$ cat src/rtl/core_pkg.sv
// Shared types and constants for the 5-stage core hazard logic.
package core_pkg;

  localparam int unsigned REG_AW = 4;

  typedef enum logic [1:0] {
    RUN,
    MEM_WAIT,
    BR_SHADOW
  } hz_state_t;

  typedef logic [1:0] fwd_sel_t;

  localparam fwd_sel_t FWD_RF = 2'b00;
  localparam fwd_sel_t FWD_W  = 2'b01;
  localparam fwd_sel_t FWD_M  = 2'b10;

  localparam logic [3:0] PC_REG = 4'd15;

endpackage

$ cat src/rtl/fwd_unit.sv
// E-stage operand forwarding select for one source operand (purely combinational).
module fwd_unit
  import core_pkg::*;
#(
  parameter int unsigned REG_AW = core_pkg::REG_AW
) (
  input  logic [REG_AW-1:0] ra_e_i,
  input  logic [REG_AW-1:0] wa3_m_i,
  input  logic [REG_AW-1:0] wa3_w_i,
  input  logic              reg_write_m_i,
  input  logic              reg_write_w_i,
  output logic [1:0]        fwd_o
);

  // M beats W (younger result); the PC register always comes from the register file.
  always_comb begin
    fwd_o = FWD_RF;
    if (ra_e_i != REG_AW'(PC_REG)) begin
      if (reg_write_m_i && (wa3_m_i == ra_e_i)) begin
        fwd_o = FWD_M;
      end else if (reg_write_w_i && (wa3_w_i == ra_e_i)) begin
        fwd_o = FWD_W;
      end
    end
  end

endmodule

$ cat src/rtl/hazard_ctrl.sv
// Pipeline hazard/sequencing controller: load-use stall, branch flush with a
// one-cycle redirect shadow, and data-memory wait with timeout.
// Optional macro HAZARD_PERF_CNT_EN adds saturating stall/flush cycle counters.
module hazard_ctrl
  import core_pkg::*;
#(
  parameter int unsigned REG_AW      = core_pkg::REG_AW,
  parameter int unsigned MEM_TIMEOUT = 16
) (
  input  logic              clk,
  input  logic              rst,
  input  logic [REG_AW-1:0] ra1D,
  input  logic [REG_AW-1:0] ra2D,
  input  logic              use1D,
  input  logic              use2D,
  input  logic [REG_AW-1:0] ra1E,
  input  logic [REG_AW-1:0] ra2E,
  input  logic [REG_AW-1:0] WA3E,
  input  logic [REG_AW-1:0] WA3M,
  input  logic [REG_AW-1:0] WA3W,
  input  logic              regWriteE,
  input  logic              regWriteM,
  input  logic              regWriteW,
  input  logic              memToRegE,
  input  logic              PCSrcE,
  input  logic              memReqM,
  input  logic              memReadyM,
  output logic              stallF,
  output logic              stallD,
  output logic              stallE,
  output logic              stallM,
  output logic              flushD,
  output logic              flushE,
  output logic [1:0]        forwardAE,
  output logic [1:0]        forwardBE,
  output logic              mem_err
`ifdef HAZARD_PERF_CNT_EN
  ,
  output logic [15:0]       stall_cnt,
  output logic [15:0]       flush_cnt
`endif
);

  hz_state_t  state_q, state_d;
  logic [7:0] cnt_q, cnt_d;
  logic       err_q, err_d;
  logic       ld_haz;
  logic       mem_stall;

  fwd_unit #(.REG_AW(REG_AW)) u_fwd_a (
    .ra_e_i        (ra1E),
    .wa3_m_i       (WA3M),
    .wa3_w_i       (WA3W),
    .reg_write_m_i (regWriteM),
    .reg_write_w_i (regWriteW),
    .fwd_o         (forwardAE)
  );

  fwd_unit #(.REG_AW(REG_AW)) u_fwd_b (
    .ra_e_i        (ra2E),
    .wa3_m_i       (WA3M),
    .wa3_w_i       (WA3W),
    .reg_write_m_i (regWriteM),
    .reg_write_w_i (regWriteW),
    .fwd_o         (forwardBE)
  );

  assign ld_haz = memToRegE && regWriteE &&
                  ((use1D && (ra1D == WA3E)) || (use2D && (ra2D == WA3E)));
  assign mem_stall = memReqM && !memReadyM;
  assign mem_err   = err_q;

  // Next-state and pipeline control; priority is memory wait > branch > load-use.
  always_comb begin
    state_d = state_q;
    cnt_d   = cnt_q;
    err_d   = err_q;
    stallF  = 1'b0;
    stallD  = 1'b0;
    stallE  = 1'b0;
    stallM  = 1'b0;
    flushD  = 1'b0;
    flushE  = 1'b0;
    unique case (state_q)
      RUN: begin
        if (mem_stall) begin
          {stallF, stallD, stallE, stallM} = 4'b1111;
          state_d = MEM_WAIT;
          cnt_d   = 8'd0;
        end else if (PCSrcE) begin
          flushD  = 1'b1;
          flushE  = 1'b1;
          state_d = BR_SHADOW;
        end else if (ld_haz) begin
          stallF = 1'b1;
          stallD = 1'b1;
          flushE = 1'b1;
        end
      end
      MEM_WAIT: begin
        {stallF, stallD, stallE, stallM} = 4'b1111;
        if (memReadyM) begin
          state_d = RUN;
          cnt_d   = 8'd0;
        end else if (cnt_q == 8'(MEM_TIMEOUT - 1)) begin
          // Give up on the access; pipeline resumes and the error stays sticky.
          err_d   = 1'b1;
          state_d = RUN;
          cnt_d   = 8'd0;
        end else begin
          cnt_d = cnt_q + 8'd1;
        end
      end
      BR_SHADOW: begin
        if (mem_stall) begin
          {stallF, stallD, stallE, stallM} = 4'b1111;
          state_d = MEM_WAIT;
          cnt_d   = 8'd0;
        end else begin
          flushD  = 1'b1;
          state_d = RUN;
        end
      end
      default: state_d = RUN;
    endcase
  end

  // State, timeout counter and sticky error register.
  always_ff @(posedge clk) begin
    if (rst) begin
      state_q <= RUN;
      cnt_q   <= 8'd0;
      err_q   <= 1'b0;
    end else begin
      state_q <= state_d;
      cnt_q   <= cnt_d;
      err_q   <= err_d;
    end
  end

`ifdef HAZARD_PERF_CNT_EN
  logic [15:0] stall_cnt_q, flush_cnt_q;

  assign stall_cnt = stall_cnt_q;
  assign flush_cnt = flush_cnt_q;

  // Saturating counts of stallD and flushE cycles.
  always_ff @(posedge clk) begin
    if (rst) begin
      stall_cnt_q <= 16'd0;
      flush_cnt_q <= 16'd0;
    end else begin
      if (stallD && (stall_cnt_q != 16'hFFFF)) stall_cnt_q <= stall_cnt_q + 16'd1;
      if (flushE && (flush_cnt_q != 16'hFFFF)) flush_cnt_q <= flush_cnt_q + 16'd1;
    end
  end
`else
  // Performance counters not built.
`endif

endmodule

$ cat config.mk
export PLATFORM = sky130hd
export DESIGN_NAME = hazard_ctrl
export DESIGN_NICKNAME = d
export VERILOG_FILES = /design/src/rtl/core_pkg.sv /design/src/rtl/fwd_unit.sv /design/src/rtl/hazard_ctrl.sv
export SDC_FILE = /design/constraint.sdc
export NUM_CORES = 1
export LEC_CHECK = 0
export BUFFER_PORTS_ARGS = -buffer_cell sky130_fd_sc_hd__buf_2
export CORE_ASPECT_RATIO = 0.8
export CORE_MARGIN = 10
export CORE_UTILIZATION = 30
export CTS_BUF_LIST = sky130_fd_sc_hd__clkbuf_8
export CTS_CLUSTER_DIAMETER = 120
export DETAILED_ROUTE_END_ITERATION = 8
export PLACE_DENSITY = 0.67
export SYNTH_ARGS = -nofsm -noshare
export SYNTH_HDL_FRONTEND = slang
export SYNTH_SLANG_ARGS = --single-unit
export TNS_END_PERCENT = 30
$ cat constraint.sdc
create_clock -name clk -period 4.45 [get_ports clk]
set_input_delay 0.6675 -clock clk [delete_from_list [all_inputs] [get_ports clk]]
set_output_delay 0.6675 -clock clk [all_outputs]
set_load 0.005 [all_outputs]
==> flow_summary.ini, run 1 <==
[outcome]
outcome = finished clean

[critical_path]
r2r_setup_slack_ns = 2.89
cp_common_cell = buf_2
r2r_end = cnt_q[7]
reg2reg_from = state_q[0]
crit_required_ns = 3.78
cp.arrival_ns = 1.89
r2r_cells = 4
crit_path_max_incr_delay_ns = 0.33
cp_cell_sequence = buf_2 > xor2_1 > nor3_1 > a32oi_1 > o41ai_1 > buf_2
cp_max_fo = 2
crit_family = compound AO/OA/AOI/OAI gates
crit_buf_inv = 2
start_kind = input pin
cp-end-kind = output pin
crit_slowest_cell = o41ai_1
crit_type = in2out

[drt]
first_pass_iters = 4
viasPerCell = 4.87
vias = 1027
first_iter_violations = 24
wire_per_inst_um = 12.7
drc = 0
postRouteWirelength_um = 2690
ant_nets = 0

[worst_hold_path]
hold_path_class = reg2reg
min_from = mem_err
min_to = mem_err
whs_path_depth = 2

[final_layout]
mostFrequentLayoutCells = buf_2, xor2_1, dfxtp_1
n_antenna_cell = 0
final_area_um2 = 1270
area_delta_synth_final_pct = 34.2
drive_above_1_share_pct = 32.7
final_nets = 212
final_common_cell = buf_2
fill_cells = 323

[yosys]
ys_async_sr_fraction_pct = 0
yosys_warnings = 0
synth-edff-count = 0
synth-seq-cells = 11
syn_inst = 121
syn-cell-area_um2 = 943
synth_area_per_cell_um2 = 7.80
synth_cell_type_count = 37
yosysSeqAreaShare_pct = 23.3
ys.flop_type = dfxtp_1
syn_nets = 161

[run]
maxCapViolCount = 0

[power_and_ir_drop]
vdd_drop_max_v = 0.000168
p_leak_nw = 0.584
powerDensity_nw_per_um2 = 214

[timing]
rsz0062_at_grt = no
fin_worst_skew_ns = 0.00479
setup_tns_ns = 0
hold-worst-slack_ns = 0.473
fmax_ghz = 0.391
timing.final.crit_period_ns = 2.55
final_max_slew_viol_count = 0
setup_viol_count_final = 0
tightest_slew_ns = 0.457
hold_violations = 0
relSlewSlack_pct = 69.4
finalCritPeriodShare_pct = 57.4

[clocking]
cts_sinks = 11
cts_made_buffers = 3
postCtsHoldBufs = 0
clockBufferDepth = 2
cts_setup_buffers = 0
root_buffer = clkbuf_8
htreeDepth = 1
ctsResizeCount = 0
tritoncts = built
path_clk_slew_ns = 0.05
clock_latency_ns = 0.24

[placement]
hpwl_um = 2300
place_congestion = 0.835
placed_cell_area_um2 = 1220
numPortBuffers = 49

[grt]
grt_pass1_wl_um = 4600
grt_usage_pct = 9.52
grt_max_degree = 11
grt_overflow_total = 0
first_global_vias = 1025
antenna_found_initial = 0

[floorplan]
ioPinCount = 50
die_area_um2 = 5800
coreArea_um2 = 3060
rows = 18
die_w_um = 82.7
initial_core_util_pct = 30.8
fp.dieH_um = 70.2
[per-layer routing]
layer / global-route usage [%] / vias to the layer above / share of wire [%]
met5: 0 / - / 0
met4: 2.23 / 0 / 0.74
met3: 3.58 / 5 / 9.3
met2: 15.8 / 21 / 46
met1: 11.2 / 456 / 44
li1: - / 545 / -
[power by group]
group          internal [mW]  switching (mW)  total (mW)  leakage, nW
logic                 0.0360          0.0357      0.0717        0.470
registers              0.100         0.00215       0.102       0.0890
clock network         0.0614          0.0362      0.0975       0.0255
total                  0.197          0.0740       0.271        0.584
[Yosys cell counts (all sizes together), types with 3 or more instances]
cell   count  share of area (%)
o21ai      4                2.1
inv        6                2.4
xnor2     10                9.3
xor2      11                 10
nor2b      3                2.0
nor4       3                2.0
dfxtp     11                 23
nor3       9                4.8
nand3      8                4.2
nand4      3                2.0
nor2      10                4.0
o21a       4                3.2
nand2      6                2.4
a21oi      5                2.7
[cells by family after synthesis]
kind of cell	count (synthesis)	share of synthesized area [%]
AND/OR/NAND/NOR	52	30.1
AO/OA/AOI/OAI	27	21.4
flip-flops	11	23.3
XOR/XNOR	21	19.5
adder cells (fa/ha/maj)	1	1.33
buffers and inverters	9	4.38
[worst min-delay path, cell delays in order, from the launching register on]
cell and delay [ns]:
dfxtp_1 0.32, a21oi_1 0.04, nor2_1 0.08
[through the flow]
| stage | setup slack (ns) | util (%) | std cells | total power, mW |
|---|---|---|---|---|
| floorplan | 2.07 | - | 121 | 0.142 |
| global placement | 2.00 | 39.8 | 207 | 0.176 |
| detailed placement | 1.95 | 39.8 | 207 | 0.176 |
| CTS | 1.93 | 41.3 | 211 | 0.276 |
| global route | 1.83 | 41.3 | 211 | 0.290 |
| finish | 1.90 | 41.3 | 211 | 0.271 |
[worst max-delay path by stage]
stage	startpoint	slack, ns	depth (start not counted)	to
2_1_floorplan	WA3E[1]	2.07	5	stallF
3_3_place_gp	WA3E[1]	2.00	6	stallD
3_5_place_dp	WA3E[1]	1.95	6	stallD
4_1_cts	WA3E[1]	1.93	6	stallF
5_1_grt	WA3E[0]	1.83	6	stallD
6_report	WA3E[1]	1.90	6	stallF
[flip-flops by register name (all words and copies together), names as in the netlist]
name / flops
mem_err: 1
cnt_q: 8
state_q: 2
[cell type report]
class,count,area [um2],share of cell area (%)
Multi-Input combinational cell,101,682,53.9
Timing Repair Buffer,49,245,19.4
Clock buffer,3,41.3,3.26
Clock inverter,1,5.00,0.395
Tap cell,40,50.0,3.95
Sequential cell,11,220,17.4
Inverter,6,22.5,1.78
Note: power is estimated with default switching activity, not from simulation.
==> inputs of run 2 (changes only) <==
--- a/config.mk
+++ b/config.mk
@@ -5,6 +5,7 @@
 export SDC_FILE = /design/constraint.sdc
 export NUM_CORES = 1
 export LEC_CHECK = 0
+export ABC_AREA = 1
 export BUFFER_PORTS_ARGS = -buffer_cell sky130_fd_sc_hd__buf_2
 export CORE_ASPECT_RATIO = 0.8
 export CORE_MARGIN = 10
@@ -12,7 +13,7 @@
 export CTS_BUF_LIST = sky130_fd_sc_hd__clkbuf_8
 export CTS_CLUSTER_DIAMETER = 120
 export DETAILED_ROUTE_END_ITERATION = 8
-export PLACE_DENSITY = 0.67
+export PLACE_DENSITY = 0.66
 export SYNTH_ARGS = -nofsm -noshare
 export SYNTH_HDL_FRONTEND = slang
 export SYNTH_SLANG_ARGS = --single-unit
==> constraint.sdc (replaced) <==
create_clock -name clk -period 2.48 [get_ports clk]
set_input_delay 0.372 -clock clk [delete_from_list [all_inputs] [get_ports clk]]
set_output_delay 0.372 -clock clk [all_outputs]
set_load 0.005 [all_outputs]
==> run 2 against run 1 <==
Effect of this change:
- combinational power is 76% higher
- sequential share of layout area is 0.77 points lower
- global-route usage is 0.43 points lower
- synthesized area rose by 7.6%
- clock power is 89% higher
- critical path type is now reg2out
- largest power group is now the clock network
==> flow_summary.ini, run 2 <==
[yosys]
ys_async_sr_fraction_pct = 0
synth_area_per_cell_um2 = 6.04
synth.mux.area_fraction_pct = 0
synth_fa_ha_area_share_pct = 1.23
synth_common_cells = nand2_1, inv_1, nor2_1
synth_area_leaders = dfxtp_1, nand2_1, inv_1, nor2_1, a21oi_1
synth-edff-count = 0
synth_xor_xnor_area_share_pct = 8.63
synth_top_family_by_area = simple AND/OR/NAND/NOR gates
ys.flop_type = dfxtp_1
synth_cell_type_count = 31
syn_inst = 168
syn_nets = 208
synth_compound_area_share_pct = 15.7
synth_top_cell_by_area = dfxtp_1
yosysSeqAreaShare_pct = 21.7
synth_top_area_share_pct = 21.7
synth-simple-area-share_pct = 40.4
synth-seq-cells = 11
syn-cell-area_um2 = 1010
yosys_warnings = 0
synth_most_common_cell = nand2_1

[grt]
grt_util_met1_pct = 10.9
use_met3_pct = 2.90
grt_busiest_layer = met2
antenna_found_initial = 0
grt_overflow_total = 0
grt_max_degree = 11
grt_pass1_wl_um = 4830
gr-usage-met2_pct = 14.7
grt_usage_pct = 9.09
first_global_vias = 1159

[drt]
drc = 0
first_iter_violations = 30
postRouteWirelength_um = 2810
viasPerCell = 4.44
first_pass_iters = 4
ant_nets = 0
wire_per_inst_um = 10.9
vias = 1142

[run]
maxCapViolCount = 0

[timing]
relSlewSlack_pct = 83.6
finalCritPeriodShare_pct = 70.9
fmax_ghz = 0.569
final_max_slew_viol_count = 0
timing.final.crit_period_ns = 1.76
fin_worst_skew_ns = 0.00514
setup_tns_ns = 0
worst_slack_ns = 0.723
setup_viol_count_final = 0
tightest_slew_ns = 0.246
rsz0062_at_grt = no
hold_violations = 0

[final_layout]
mostFrequentLayoutCells = buf_2, nand2_1, inv_1
n_antenna_cell = 0
final_core_util_pct = 41.7
final_area_um2 = 1330
drive_above_1_share_pct = 31.3
area_delta_synth_final_pct = 30.6
final_common_cell = buf_2
final_nets = 258
largest_reg_flops = 8
fill_cells = 343
top_register = cnt_q

[clocking]
clockBufferDepth = 2
path_clk_slew_ns = 0.06
cts_made_buffers = 3
cts_sinks = 11
postCtsHoldBufs = 0
cts_setup_buffers = 0
htreeDepth = 1
tritoncts = built
clock_latency_ns = 0.24
ctsResizeCount = 0
root_buffer = clkbuf_8

[placement]
hpwl_um = 2380
place_ws_ns = 0.837
place_congestion = 0.801
placed_cell_area_um2 = 1280
numPortBuffers = 49

[outcome]
outcome = finished clean

[floorplan]
fp.dieH_um = 72.0
rows = 18
ioPinCount = 50
die_area_um2 = 6120
die_w_um = 85.0
initial_core_util_pct = 32.0
coreArea_um2 = 3180

[power_and_ir_drop]
p_seq_share_pct = 37.0
p_comb_share_pct = 25.6
powerDensity_nw_per_um2 = 371
p_sw_share_pct = 29.1
internal_power_mw = 0.349
p_sw_mw = 0.143
clkPwrFrac_pct = 37.4
p_leak_nw = 0.696
vdd_drop_max_v = 0.000358

[critical_path]
cp_max_fo = 7
cp.arrival_ns = 1.39
start_kind = flop
cp-end-kind = output pin
crit_required_ns = 2.11
crit_type = reg2out

[worst_hold_path]
hold_path_class = in2reg
==> run 2: kinds of logic (layout without fill, tap and decap cells) <==
kind of cell,after synthesis,after routing
and+or+nand+nor,89,89
buffers and inverters,29,78
AOI/OAI and AO/OA,28,28
DFF,11,11
xor gates and xnor gates,10,10
adders and majority gates,1,1
==> run 2: area by class of cell <==
class	count	area (um2)	share of cell area, %
flip-flops and latches	11	220	16.6
clock buffers	3	41.3	3.12
well taps	40	50.0	3.78
multi-input cells	128	669	50.5
inverters	25	93.8	7.08
clock inverters	1	5.00	0.378
repair buffers	49	245	18.5
==> run 2: critical path: stages, from the launching register on <==
cell,delay (ns)
dfxtp_1,0.35
inv_2,0.05
nand3_1,0.08
nand2_1,0.12
inv_1,0.23
o21ai_0,0.16
buf_2,0.15
==> run 2: per-layer routing <==
metal	vias up	wire length (um)
li1	634	-
met1	474	1390
met3	4	152
met5	-	0
met2	30	1210
met4	0	53
==> run 2: worst paths after layout <==
kind	start	cells past startpoint	endpoint	slack, ns
worst max-delay path	state_q[0]	6	stallF	0.72
worst min-delay path	PCSrcE	3	state_q[1]	0.40
worst max register to register	cnt_q[0]	6	cnt_q[7]	1.15
worst min register to register	mem_err	2	mem_err	0.47
==> run 2: stage by stage <==
stage               power, mW  instances  hold WS [ns]
global route            0.528        257         0.424
finish                  0.492        257         0.401
global placement        0.312        253         0.451
CTS                     0.499        257         0.398
detailed placement      0.313        253         0.463
floorplan               0.255        168         0.458
==> run 2: power by group through the flow <==
| stage | Combinational (mW) | Clock (mW) | Sequential [mW] |
|---|---|---|---|
| after floorplan | 0.0695 | 0 | 0.185 |
| after global placement | 0.126 | 0 | 0.186 |
| after detailed placement | 0.127 | 0 | 0.186 |
| after CTS | 0.128 | 0.189 | 0.182 |
| after global routing | 0.146 | 0.200 | 0.182 |
| final | 0.126 | 0.184 | 0.182 |
